### src/rtl/feeder_pkg.sv
// Shared state encoding, default widths and start-pulse length for sample_feeder.
package feeder_pkg;
  localparam int DEPTH_DEF    = 51;
  localparam int X_W_DEF      = 7;
  localparam int T_W_DEF      = 2;
  localparam int N_W_DEF      = 32;
  localparam int E_W_DEF      = 8;
  localparam int START_CYCLES = 2;

  typedef enum logic [1:0] {
    IDLE   = 2'd0,
    START  = 2'd1,
    FEED   = 2'd2,
    FINISH = 2'd3
  } state_t;
endpackage

### src/rtl/sample_feeder_if.sv
// Feeder-to-neuron link: start handshake, sample/target/parameter buses and the neuron's done.
interface sample_feeder_if
  import feeder_pkg::*;
#(
  parameter int X_W = X_W_DEF,
  parameter int T_W = T_W_DEF,
  parameter int N_W = N_W_DEF
) ();
  logic           start;
  logic [X_W-1:0] X1Bus;
  logic [X_W-1:0] X2Bus;
  logic [T_W-1:0] tBus;
  logic [N_W-1:0] nBus;
  logic           neuron_done;

  modport master (output start, X1Bus, X2Bus, tBus, nBus, input neuron_done);
  modport slave  (input start, X1Bus, X2Bus, tBus, nBus, output neuron_done);
endinterface

### src/rtl/sample_ram.sv
// Sample register file: one synchronous write port, one asynchronous read port, storage not reset.
module sample_ram #(
  parameter int DEPTH = 51,
  parameter int W     = 16,
  parameter int AW    = 6
) (
  input  logic          i_clk,
  input  logic          i_we,
  input  logic [AW-1:0] i_waddr,
  input  logic [W-1:0]  i_wdata,
  input  logic [AW-1:0] i_raddr,
  output logic [W-1:0]  o_rdata
);
  logic [W-1:0] r_mem [DEPTH];

  always_ff @(posedge i_clk) begin
    if (i_we) r_mem[i_waddr] <= i_wdata;
  end

  assign o_rdata = r_mem[i_raddr];
endmodule

### src/rtl/sample_feeder.sv
// Buffers labelled samples and streams them to the neuron epoch after epoch until done or the epoch limit.
// Build option FEEDER_ROTATE_EN: each epoch starts at index (epoch mod count) instead of index 0.
module sample_feeder
  import feeder_pkg::*;
#(
  parameter int DEPTH = DEPTH_DEF,
  parameter int X_W   = X_W_DEF,
  parameter int T_W   = T_W_DEF,
  parameter int N_W   = N_W_DEF,
  parameter int E_W   = E_W_DEF,
  localparam int CW   = $clog2(DEPTH + 1)
) (
  input  logic            clk,
  input  logic            rst_n,
  input  logic            wr_en,
  input  logic [X_W-1:0]  wr_x1,
  input  logic [X_W-1:0]  wr_x2,
  input  logic [T_W-1:0]  wr_t,
  input  logic            clear,
  input  logic            go,
  input  logic [N_W-1:0]  n_cfg,
  input  logic [E_W-1:0]  max_epochs,
  sample_feeder_if.master nrn,
  output logic            busy,
  output logic            finished,
  output logic [CW-1:0]   count,
  output logic            full,
  output logic [E_W-1:0]  epoch
);
  localparam int SW = 2 * X_W + T_W;
  localparam logic [CW-1:0] ONE = CW'(1);

  state_t         r_state;
  logic [1:0]     r_scnt;
  logic [CW-1:0]  r_count;
  logic [CW-1:0]  r_idx;
  logic [CW-1:0]  r_pos;
  logic [E_W-1:0] r_epoch;
  logic           r_start;
  logic           r_finished;
  logic [X_W-1:0] r_x1;
  logic [X_W-1:0] r_x2;
  logic [T_W-1:0] r_t;
  logic [N_W-1:0] r_n;

  logic           w_full;
  logic           w_we;
  logic           w_last;
  logic           w_stop;
  logic [E_W-1:0] w_ep_inc;
  logic [CW-1:0]  w_idx_inc;
  logic [CW-1:0]  w_base_nxt;
  logic [CW-1:0]  w_rd_addr;
  logic [SW-1:0]  w_rd_data;

  assign w_full    = (r_count == CW'(DEPTH));
  assign w_we      = (r_state == IDLE) && wr_en && !clear && !w_full;
  assign w_last    = (r_pos == r_count - ONE);
  assign w_ep_inc  = (&r_epoch) ? r_epoch : r_epoch + E_W'(1);
  assign w_stop    = (max_epochs != '0) && (w_ep_inc == max_epochs);
  assign w_idx_inc = (r_idx == r_count - ONE) ? '0 : r_idx + ONE;

`ifdef FEEDER_ROTATE_EN
  // r_base tracks epoch mod count; it freezes once the epoch counter saturates.
  logic [CW-1:0] r_base;
  assign w_base_nxt = (&r_epoch) ? r_base : ((r_base == r_count - ONE) ? '0 : r_base + ONE);

  always_ff @(posedge clk or negedge rst_n) begin
    if (!rst_n)                                       r_base <= '0;
    else if (r_state == IDLE && go)                   r_base <= '0;
    else if (r_state == FEED && !nrn.neuron_done && w_last) r_base <= w_base_nxt;
  end
`else
  assign w_base_nxt = '0;
`endif

  // Address of the sample to present on the next edge; START always leads into index 0.
  assign w_rd_addr = (r_state == FEED) ? (w_last ? w_base_nxt : w_idx_inc) : '0;

  sample_ram #(.DEPTH(DEPTH), .W(SW), .AW(CW)) u_ram (
    .i_clk   (clk),
    .i_we    (w_we),
    .i_waddr (r_count),
    .i_wdata ({wr_x1, wr_x2, wr_t}),
    .i_raddr (w_rd_addr),
    .o_rdata (w_rd_data)
  );

  always_ff @(posedge clk or negedge rst_n) begin
    if (!rst_n) begin
      r_state    <= IDLE;
      r_scnt     <= '0;
      r_count    <= '0;
      r_idx      <= '0;
      r_pos      <= '0;
      r_epoch    <= '0;
      r_start    <= 1'b0;
      r_finished <= 1'b0;
      r_x1       <= '0;
      r_x2       <= '0;
      r_t        <= '0;
      r_n        <= '0;
    end else begin
      r_finished <= 1'b0;
      case (r_state)
        IDLE: begin
          if (clear)     r_count <= '0;
          else if (w_we) r_count <= r_count + ONE;
          if (go) begin
            r_epoch <= '0;
            if (r_count == '0) begin
              r_finished <= 1'b1;
              r_state    <= FINISH;
            end else begin
              r_n     <= n_cfg;
              r_idx   <= '0;
              r_pos   <= '0;
              r_scnt  <= '0;
              r_start <= 1'b1;
              r_state <= START;
            end
          end
        end
        START: begin
          if (r_scnt == 2'(START_CYCLES - 1)) begin
            r_start            <= 1'b0;
            {r_x1, r_x2, r_t}  <= w_rd_data;
            r_idx              <= '0;
            r_pos              <= '0;
            r_state            <= FEED;
          end else begin
            r_scnt <= r_scnt + 2'd1;
          end
        end
        FEED: begin
          if (nrn.neuron_done || (w_last && w_stop)) begin
            if (!nrn.neuron_done) r_epoch <= w_ep_inc;
            {r_x1, r_x2, r_t} <= '0;
            r_finished        <= 1'b1;
            r_state           <= FINISH;
          end else begin
            {r_x1, r_x2, r_t} <= w_rd_data;
            if (w_last) begin
              r_epoch <= w_ep_inc;
              r_idx   <= w_base_nxt;
              r_pos   <= '0;
            end else begin
              r_idx   <= w_idx_inc;
              r_pos   <= r_pos + ONE;
            end
          end
        end
        FINISH:  r_state <= IDLE;
        default: r_state <= IDLE;
      endcase
    end
  end

  assign nrn.start = r_start;
  assign nrn.X1Bus = r_x1;
  assign nrn.X2Bus = r_x2;
  assign nrn.tBus  = r_t;
  assign nrn.nBus  = r_n;
  assign busy      = (r_state != IDLE);
  assign finished  = r_finished;
  assign count     = r_count;
  assign full      = w_full;
  assign epoch     = r_epoch;
endmodule

### src/flat_wrapper.sv
// flat-port wrapper written by rule: the top's interface ports become plain ports
module sample_feeder_flat import feeder_pkg::*;
#(
  parameter int DEPTH = DEPTH_DEF,
  parameter int X_W   = X_W_DEF,
  parameter int T_W   = T_W_DEF,
  parameter int N_W   = N_W_DEF,
  parameter int E_W   = E_W_DEF,
  localparam int CW   = $clog2(DEPTH + 1)
)
  (clk, rst_n, wr_en, wr_x1, wr_x2, wr_t, clear, go, n_cfg, max_epochs, busy, finished, count, full, epoch, nrn_start, nrn_X1Bus, nrn_X2Bus, nrn_tBus, nrn_nBus, nrn_neuron_done);
  sample_feeder_if #(.X_W(X_W), .T_W(T_W), .N_W(N_W)) nrn_i ();
  input  logic clk;
  input  logic rst_n;
  input  logic wr_en;
  input  logic [X_W-1:0] wr_x1;
  input  logic [X_W-1:0] wr_x2;
  input  logic [T_W-1:0] wr_t;
  input  logic clear;
  input  logic go;
  input  logic [N_W-1:0] n_cfg;
  input  logic [E_W-1:0] max_epochs;
  output logic busy;
  output logic finished;
  output logic [CW-1:0] count;
  output logic full;
  output logic [E_W-1:0] epoch;
  output wire logic [$bits(nrn_i.start)-1:0] nrn_start;
  output wire logic [$bits(nrn_i.X1Bus)-1:0] nrn_X1Bus;
  output wire logic [$bits(nrn_i.X2Bus)-1:0] nrn_X2Bus;
  output wire logic [$bits(nrn_i.tBus)-1:0] nrn_tBus;
  output wire logic [$bits(nrn_i.nBus)-1:0] nrn_nBus;
  input wire logic [$bits(nrn_i.neuron_done)-1:0] nrn_neuron_done;
  assign nrn_start = nrn_i.start;
  assign nrn_X1Bus = nrn_i.X1Bus;
  assign nrn_X2Bus = nrn_i.X2Bus;
  assign nrn_tBus = nrn_i.tBus;
  assign nrn_nBus = nrn_i.nBus;
  assign nrn_i.neuron_done = nrn_neuron_done;
  sample_feeder #(.DEPTH(DEPTH), .X_W(X_W), .T_W(T_W), .N_W(N_W), .E_W(E_W)) u_core (.clk(clk), .rst_n(rst_n), .wr_en(wr_en), .wr_x1(wr_x1), .wr_x2(wr_x2), .wr_t(wr_t), .clear(clear), .go(go), .n_cfg(n_cfg), .max_epochs(max_epochs), .nrn(nrn_i), .busy(busy), .finished(finished), .count(count), .full(full), .epoch(epoch));
endmodule
### config.mk
export PLATFORM = sky130hd
export DESIGN_NAME = sample_feeder_flat
export DESIGN_NICKNAME = d
export VERILOG_FILES = /design/src/rtl/feeder_pkg.sv /design/src/rtl/sample_feeder_if.sv /design/src/rtl/sample_ram.sv /design/src/rtl/sample_feeder.sv /design/src/flat_wrapper.sv
export SDC_FILE = /design/constraint.sdc
export NUM_CORES = 1
export LEC_CHECK = 0
export CAP_MARGIN = 20
export CORE_MARGIN = 2
export CORE_UTILIZATION = 55
export CTS_BUF_LIST = sky130_fd_sc_hd__clkbuf_16
export CTS_CLUSTER_DIAMETER = 60
export DETAILED_ROUTE_END_ITERATION = 10
export HOLD_SLACK_MARGIN = 0.1
export PLACE_DENSITY = 0.8
export SYNTH_ARGS = -nofsm -noshare
export SYNTH_HDL_FRONTEND = slang
export SYNTH_SLANG_ARGS = --single-unit
### constraint.sdc
create_clock -name clk -period 2.9 [get_ports clk]
set_input_delay 0.58 -clock clk [delete_from_list [all_inputs] [get_ports clk]]
set_output_delay 0.58 -clock clk [all_outputs]
set_load 0.03 [all_outputs]
Word level (Yosys, flattened, before mapping)
Memory sizes are Yosys's and may differ from the RTL's.
Index checks and enable logic that the tools add are counted.
- $add $sub $neg: 6
- $mul: 0
- div/mod/pow operators: 0
- $lt $le $gt $ge: 0
- equal/unequal tests: 16
- shift-type cells: 0
- muxes and demuxes: 47
- bitwise gates (word level): 1
- reductions and logical operators: 26
- operators by type and width (kind ; count):
    $mux W6 ; 11
    $mux W8 ; 5
    $pmux W6 S3 ; 2
    $mux W7 ; 4
    $pmux W7 S2 ; 2
    $add A6 B1 Y6 const B ; 3
    $mux W2 ; 9
    $pmux W8 S2 ; 1
    $eq A6 B6 Y1 ; 2
    $reduce_and A4 Y1 ; 3
    $ne A2 B2 Y1 const B ; 5
    $reduce_bool A2 Y1 ; 5
    $add A8 B1 Y8 const B ; 1
    $eq A8 B8 Y1 ; 1
    $mux W1 ; 8
    $pmux W2 S2 ; 2
    $pmux W2 S4 ; 1
    $reduce_and A8 Y1 ; 1
    $reduce_bool A8 Y1 ; 1
    $eq A6 B6 Y1 const B ; 1
    $logic_not A6 Y1 ; 1
    $reduce_and A3 Y1 ; 2
    $sub A6 B1 Y6 const B ; 1
    $logic_and A1 B1 Y1 ; 5
    other kinds (14) ; 19
- register bits: 80
- bits in latches: 0
- RAM bits: 816
- bits in read-only memories: 0
- input port bits: 62
- output and inout port bits: 66
- logic and storage cells: 109
- memories kept: 1
- memory list (name ; words ; bits a word ; rd ports ; clocked after memory_dff ; wr ports ; line ; text):
    u_core.u_ram.r_mem ; 51 ; 16 ; 1 ; 0 ; 1 ; sample_ram.sv:14 ; logic [W-1:0] r_mem [DEPTH];

Depth between registers and ports, before layout
Gate-level depths: netlist (run 1).
- word-level depth: 8
- depth in mapped cells: 15

Cells and area by module
Synthesis (run 1) repeated with hierarchy kept, for this count alone.
- cells, all modules: 1918
- area, all modules: 36160.9 um2
- modules (own cells, without submodules) (module ; instances ; cells an instance ; area an instance (um2) ; sequential area each (um2)):
    sample_ram ; 1 ; 1483 ; 31655.4 ; 24503.5
    sample_feeder ; 1 ; 435 ; 4505.6 ; 2001.9

Worst setup path before layout (run 1)
OpenSTA, ideal clock, no wires.
- path kind: register -> register
- start: register u_core.r_count[3] (netlist: u_core.count[3])
- end: memory u_core.u_ram.r_mem[31][0], enable pin
- setup time: 390 ps
- data arrival time: 2921 ps
- setup slack: -411 ps
- stages on the path, launching flop included: 9
- cell sequence: dfrtp_1 > buf_1 > nor2_1 > nand4_1 > inv_1 > or3_1 > nor2_1 > nand3_1 > nor2_1
- word-level cells in the longest chain between the ends: 5
- ends and longest elaborated chain (what ; line ; text):
    from (decl) ; sample_feeder.sv:35 ; logic [CW-1:0] r_count;
    from (signal assigned) ; sample_feeder.sv:108 ; else if (w_we) r_count <= r_count + ONE;
    $eq A6 B6 Y1 ; sample_feeder.sv:56 ; assign w_full = (r_count == CW'(DEPTH));
    net full ; flat_wrapper.sv:26 ; output logic full;
    $logic_not A1 Y1 ; sample_feeder.sv:57 ; assign w_we = (r_state == IDLE) && wr_en && !clear && !w_full;
    $logic_and A1 B1 Y1 ; sample_feeder.sv:57 ;
    $mux W1 ; sample_ram.sv:17 ; if (i_we) r_mem[i_waddr] <= i_wdata;
    $mux W1 (not written as such) ; sample_ram.sv:17 ;
    to (decl) ; sample_ram.sv:14 ;
The timed path passes the listed nets, and every way through them passes these cells.

Worst setup path after layout (run 1)
- start: register u_core.r_count[0] (netlist: u_core.count[0])
- end: register u_core.r_x1[2] (netlist: u_core.nrn.X1Bus[2])
- word-level cells in the longest chain between the ends: 8
- ends and longest elaborated chain (what ; line ; text):
    $sub A6 B1 Y6 * ; sample_feeder.sv:58, sample_feeder.sv:61 ;
    $eq A6 B6 Y1 ; sample_feeder.sv:61 ; assign w_idx_inc = (r_idx == r_count - ONE) ? '0 : r_idx + ONE;
    $mux W6 ; sample_feeder.sv:61 ;
    $mux W6 (2 in series) ; sample_feeder.sv:78 ; assign w_rd_addr = (r_state == FEED) ? (w_last ? w_base_nxt : w_idx_inc) : '0;
    $mem_v2 Z51 W16 ; -- ;
    $mux W7, on equally long branches ; sample_feeder.sv:136, sample_feeder.sv:125 ;
    $pmux W7 S2 * ; sample_feeder.sv:105 ; case (r_state)
    to (signal assigned) ; sample_feeder.sv:127 ; {r_x1, r_x2, r_t} <= w_rd_data;
    to (signal assigned) ; sample_feeder.sv:142 ; {r_x1, r_x2, r_t} <= w_rd_data;
    to (decl) ; sample_feeder.sv:41 ; logic [X_W-1:0] r_x1;
Every way passes the cells marked *; elsewhere a longest branch is shown, timed or not. The select of a mux whose other input is x is not followed.
A chain may end at the register's enable or synchronous reset.

==> flow_summary.json, run 1 <==
{
  "synthTopCellsByArea": "edfxtp_1 67%, dfrtp_1 5.5%, mux2i_1 5.2%",
  "yosysSeqAreaShare": 0.7246,
  "netlist_instances": 2504,
  "stdcell_area_mm2": 0.04710,
  "arrival_ps": 4000,
  "syn_nets": 2577,
  "ios": 128,
  "synth_top_area_share": 0.6699,
  "synthArstFlopShare": 0.08929,
  "clock-sinks": 896,
  "yosys_most_used_dff": "edfxtp_1",
  "ys.warnings.count": 0,
  "slew_viol_final": 0,
  "htree_levels": 3,
  "dp_hpwl_um": 65210,
  "grt_pass1_wl_um": 156700,
  "crit_path_frequent_cell": "o221ai_4",
  "cp_num_buf_inv": 5,
  "yosysMostFrequentCell": "edfxtp_1",
  "clock_skew_ps": 25.95,
  "cts_max_path_buffers": 3,
  "cts_tree": "built",
  "powerDensity_mw_per_mm2": 850.1,
  "r2r-end": "u_core.nrn.X1Bus[2]",
  "setup_violations": 30,
  "status": "finished, violations left",
  "die_h_um": 261.9,
  "tightest_slew_ps": 1030,
  "yosysTopAreaCell": "edfxtp_1",
  "fin_util": 0.7163,
  "path_clk_slew_ps": 60,
  "endpoint_kind": "flop",
  "hold_path_depth": 1,
  "drv_cap": 0,
  "ys_types": 70,
  "min_to": "u_core.u_ram.r_mem[9][2]",
  "relSlewSlack": 0.3132,
  "ant_nets": 0,
  "core_mm2": 0.06575,
  "syn_area_mm2": 0.03658,
  "slowest_stage": "dfrtp_2",
  "power.leakage_nw": 15.77,
  "avgRoutedWirePerCell_um": 27.96,
  "avgSynthCellArea_um2": 14.61,
  "viasPerCell": 6.530,
  "finalCriticalPeriod_ps": 3471,
  "synthTopCellsByCount": "816 x edfxtp_1, 191 x mux2i_1, 164 x nor2_1",
  "numCtsBuffers": 91,
  "drtIter0Drc": 3534,
  "clk_latency_ps": 660,
  "start_util": 0.5564,
  "critical_path_peak_fanout": 11,
  "place_congestion": 0.9394,
  "hold_viol": 0,
  "ys_seq_elements": 896,
  "grt_overflow": 0,
  "crit_type": "reg -> reg",
  "post_route_cells_drive_above_1_share": 0.2742,
  "vias": 25459,
  "worstHoldStart": "wr_x2[0]",
  "post-route-period-util": 1.197,
  "synth_edf_count": 816,
  "path_cells": "inv_2 > ha_4 > nor3b_4 > buf_6 > xnor3_1 > nand4_1 > o221ai_4 > buf_8 > buf_12 > o32ai_1 > a2bb2oi_1 > buf_4 > o221ai_4 > and2_4 > a211oi_2",
  "wirelength_um": 109000,
  "rows": 94,
  "port_buffers": 127,
  "placed_area_mm2": 0.04238,
  "root_buffer": "clkbuf_16",
  "crit_path_max_incr_delay_ps": 420,
  "grt_pass1_vias": 25298,
  "hold_class": "in -> reg",
  "worstPathRequired_ps": 3430,
  "dieArea_mm2": 0.06858,
  "reg2regPathDepth": 15,
  "track_usage": 0.3103,
  "remaining_drc_errors": 0,
  "start_kind": "flop",
  "r2r_start": "u_core.count[0]",
  "fmax_mhz": 288.1,
  "antenna_found_initial": 0,
  "grt_max_degree": 160,
  "ff2ff_setup_slack_ps": -570,
  "nNetsFinal": 3037,
  "violations": "negative setup slack",
  "first_pass_iters": 6,
  "area_delta_synth_final_pct": 28.75,
  "worst_slack_ps": -571.0,
  "die_w_um": 261.9,
  "rsz0062_at_grt": "yes",
  "cp_top_family": "compound AO/OA/AOI/OAI gates",
  "ir_drop_mv": 0.6754
}
## layout by cell type (no fill, tap or decap), drive strengths merged, types with 53 or more instances in the layout
cell type | synthesis | final
a31oi | 114 | 114
a211oi | 72 | 72
dfrtp | 80 | 80
edfxtp | 816 | 816
nand2 | 155 | 155
mux2i | 191 | 191
buf | 76 | 425
o22ai | 63 | 63
inv | 31 | 53
nor2 | 164 | 164
a21oi | 125 | 125
clkbuf | 97 | 95
o21ai | 125 | 125
clkdlybuf4s50 | 0 | 108
## kinds of logic after synthesis
group                      Yosys count  share of synthesized area
and+or+nand+nor                    485                    0.06072
AOI/OAI and AO/OA                  653                     0.1156
xor gates and xnor gates            28                   0.008210
adders and majority gates           11                   0.003763
muxes                              227                    0.06366
DFF                                896                     0.7246
buffers and inverters              204                    0.02347
## final cells by class
cell class                      count  area (um^2)
Multi-Input combinational cell   1405        11000
Antenna cell                        1        2.502
Clock buffer                       92         2302
Timing Repair Buffer              539         5627
Clock inverter                     71        449.2
Fill cell                        3814        18650
Tap cell                          864         1081
Sequential cell                   896        26520
Inverter                           31        116.4
## per-layer routing
metal	global-route usage	up-vias	share of wire
met2	0.5093	1683	0.49
li1	-	10746	-
met3	0.05845	352	0.10
met1	0.4049	12678	0.36
met4	0.1425	0	0.050
met5	0	-	0
## metrics by stage
stage | instances | TNS, ps | worst slack (ps) | hold WS, ps | power, mW
after floorplan | 2504 | -100040 | -289.3 | 284.4 | 21.64
after global placement | 3712 | -14880 | -738.3 | 490.8 | 26.60
after detailed placement | 3712 | -25110 | -847.8 | 499.5 | 26.90
after CTS | 3901 | -6265 | -297.6 | 195.3 | 38.80
after global routing | 3898 | -13190 | -626.2 | 223.1 | 41.17
final | 3899 | -10960 | -571.0 | 226.0 | 40.03
## flip-flops by register name, summed over array words and instances (netlist names)
signal,flops
u_core.u_ram.r_mem,816
u_core.nrn.nBus,32
u_core.epoch,8
u_core.nrn.X1Bus,7
u_core.nrn.X2Bus,7
u_core.count,6
u_core.r_idx,6
u_core.r_pos,6
u_core.nrn.tBus,2
u_core.r_scnt,2
u_core.r_state,2
u_core.finished,1
u_core.nrn.start,1
## worst max path at each step
stage | start | end | cells after the start
2_1_floorplan | u_core.count[0] | u_core.nrn.X1Bus[3] | 14
3_3_place_gp | u_core.count[0] | u_core.nrn.X1Bus[4] | 15
3_5_place_dp | u_core.count[0] | u_core.nrn.X1Bus[4] | 15
4_1_cts | u_core.count[1] | u_core.nrn.X2Bus[6] | 15
5_1_grt | u_core.count[1] | u_core.nrn.X1Bus[2] | 15
6_report | u_core.count[0] | u_core.nrn.X1Bus[2] | 15
## power by group
part | leakage (nW) | switching (mW) | internal [mW]
Sequential | 8.35 | 0.363 | 14.5
Combinational | 6.02 | 8.21 | 5.95
Clock | 1.40 | 4.95 | 6.04
Total | 15.8 | 13.5 | 26.5
## what timing repair did
action                     CTS  global route
setup endpoints to repair   41           416
hold buffers                 1             0
buffers inserted            21             8
pin swaps                   26            40
cloned                       5             3
hold endpoints to repair    44             0
gates resized for setup    120           168
Power figures use the tool's default switching activity.
==> run 2: changes to the inputs <==
--- a/config.mk
+++ b/config.mk
@@ -13,6 +13,7 @@
 export DETAILED_ROUTE_END_ITERATION = 10
 export HOLD_SLACK_MARGIN = 0.1
 export PLACE_DENSITY = 0.8
+export SKIP_CTS_REPAIR_TIMING = 1
 export SYNTH_ARGS = -nofsm -noshare
 export SYNTH_HDL_FRONTEND = slang
 export SYNTH_SLANG_ARGS = --single-unit
==> run 2 against run 1 <==
Net effect: the flow still finishes with violations (negative setup slack); wire length shrank 1.7%; worst hold slack gained 2.1 ps; register-to-register slack is essentially flat; largest power group unchanged; die area is the same; largest cell class unchanged; count of clock-buffer cells in the layout is the same.
==> flow_summary.json, run 2 (same netlist as run 1, synthesis figures left out) <==
{
  "status": "finished, violations left",
  "violations": "negative setup slack",
  "grt_pass1_wl_um": 151000,
  "drv_cap": 0,
  "htree_levels": 3,
  "layout_common_cells": "816 x edfxtp_1, 305 x buf_4, 186 x mux2i_1",
  "drtIter0Drc": 3447,
  "clk_latency_ps": 650,
  "remaining_drc_errors": 0,
  "start_kind": "flop",
  "numCtsBuffers": 91,
  "rsz0062_at_grt": "yes",
  "ir_drop_mv": 0.6985,
  "post-route-period-util": 1.196,
  "regMostFlops": "u_core.u_ram.r_mem",
  "rows": 94,
  "wirelength_um": 107100,
  "place_congestion": 0.9394,
  "dp_hpwl_um": 65210,
  "worst_slack_ps": -568.5,
  "viasPerCell": 6.520,
  "dieArea_mm2": 0.06858,
  "hold_viol": 0,
  "grt_pass1_vias": 24818,
  "placed_area_mm2": 0.04238,
  "die_w_um": 261.9,
  "clock-sinks": 896,
  "track_usage": 0.2979,
  "powerDensity_mw_per_mm2": 851.8,
  "grt_max_degree": 160,
  "first_pass_iters": 6,
  "worstPathRequired_ps": 3420,
  "slew_viol_final": 0,
  "tightest_slew_ps": 1090,
  "path_clk_slew_ps": 60,
  "nNetsFinal": 3034,
  "ios": 128,
  "antenna_found_initial": 3,
  "port_buffers": 127,
  "root_buffer": "clkbuf_16",
  "stdcell_area_mm2": 0.04653,
  "crit_type": "reg -> reg",
  "area_delta_synth_final_pct": 27.21,
  "core_mm2": 0.06575,
  "avgRoutedWirePerCell_um": 27.50,
  "largest_reg_flops": 816,
  "setup_violations": 30,
  "finalCriticalPeriod_ps": 3469,
  "totalPowerFinal_mw": 39.64,
  "arrival_ps": 3990,
  "fmax_mhz": 288.3,
  "pre_cts_ws_ps": -847.8,
  "die_h_um": 261.9,
  "critical_path_peak_fanout": 10,
  "grt_overflow": 0,
  "post_route_cells_drive_above_1_share": 0.2587,
  "final_common_cell": "edfxtp_1",
  "relSlewSlack": 0.2735,
  "endpoint_kind": "flop",
  "clock_skew_ps": 26.28,
  "cts_tree": "built",
  "vias": 25401,
  "ant_nets": 0,
  "cts_max_path_buffers": 3,
  "power.leakage_nw": 15.64,
  "start_util": 0.5564,
  "hold_class": "in -> reg"
}
## run 2: cell types whose count changed in the layout (fill, tap and decap cells not counted), moves of 5 or more
cell	before	now
a211oi_1	32	42
a211oi_4	11	2
buf_16	5	0
buf_4	298	305
mux2i_1	178	186
mux2i_2	11	2
o22ai_1	46	56
o22ai_4	7	0
o32ai_1	5	11
o32ai_4	10	3
## run 2: worst paths after layout
| kind | from | to | slack [ps] | cells past startpoint |
|---|---|---|---|---|
| max reg2reg | u_core.count[0] | u_core.nrn.X1Bus[3] | -570 | 15 |
| max | u_core.count[0] | u_core.nrn.X1Bus[3] | -570 | 15 |
| min reg2reg | u_core.nrn.nBus[25] | u_core.nrn.nBus[25] | 510 | 1 |
| min in group asynchronous | rst_n | u_core.nrn.nBus[31] | 510 | 2 |
| min | wr_x2[0] | u_core.u_ram.r_mem[9][2] | 230 | 1 |
| max in group asynchronous | rst_n | u_core.nrn.X2Bus[3] | 1580 | 3 |
## run 2: area by class of cell
cell class,instances,area [um^2]
Fill cell,3907,19210
Clock inverter,71,449.2
Multi-Input combinational cell,1405,10570
Antenna cell,1,2.502
Sequential cell,896,26520
Inverter,31,116.4
Tap cell,864,1081
Clock buffer,92,2302
Timing Repair Buffer,536,5499
## run 2: critical path, cell delays in order (launching register included)
cell	delay, ps
dfrtp_2	430
inv_2	90
ha_4	150
nor3b_4	200
buf_4	140
xnor3_1	280
o2111ai_4	190
o221ai_4	220
buf_8	220
clkbuf_16	190
o32ai_1	350
a21oi_1	130
buf_4	170
o221ai_4	320
and2_1	200
a211oi_2	40
## run 2: power by group
group / switching, mW / internal [mW] / total (mW) / leakage [nW]
Sequential: 0.362 / 14.5 / 14.9 / 8.35
Combinational: 7.97 / 5.81 / 13.8 / 5.89
Clock: 4.94 / 6.04 / 11.0 / 1.40
Total: 13.3 / 26.4 / 39.6 / 15.6
## run 2: routing by layer
metal	routed length, um	vias to the layer above	global-route usage
met1	38860	12675	0.3844
met2	51890	1635	0.4906
li1	-	10734	-
met3	11340	355	0.06684
met4	5026	2	0.1258
met5	13	-	0
## run 2: per-stage QoR
stage | utilization | cells | hold slack (ps) | TNS [ps]
final | 0.7078 | 3896 | 228.1 | -11500
after global routing | 0.7077 | 3895 | 223.2 | -15470
after CTS | 0.6865 | 3875 | -33.77 | -18940
after detailed placement | 0.6446 | 3712 | 499.5 | -25110
after global placement | 0.6446 | 3712 | 490.8 | -14880
after floorplan | - | 2504 | 284.4 | -100040
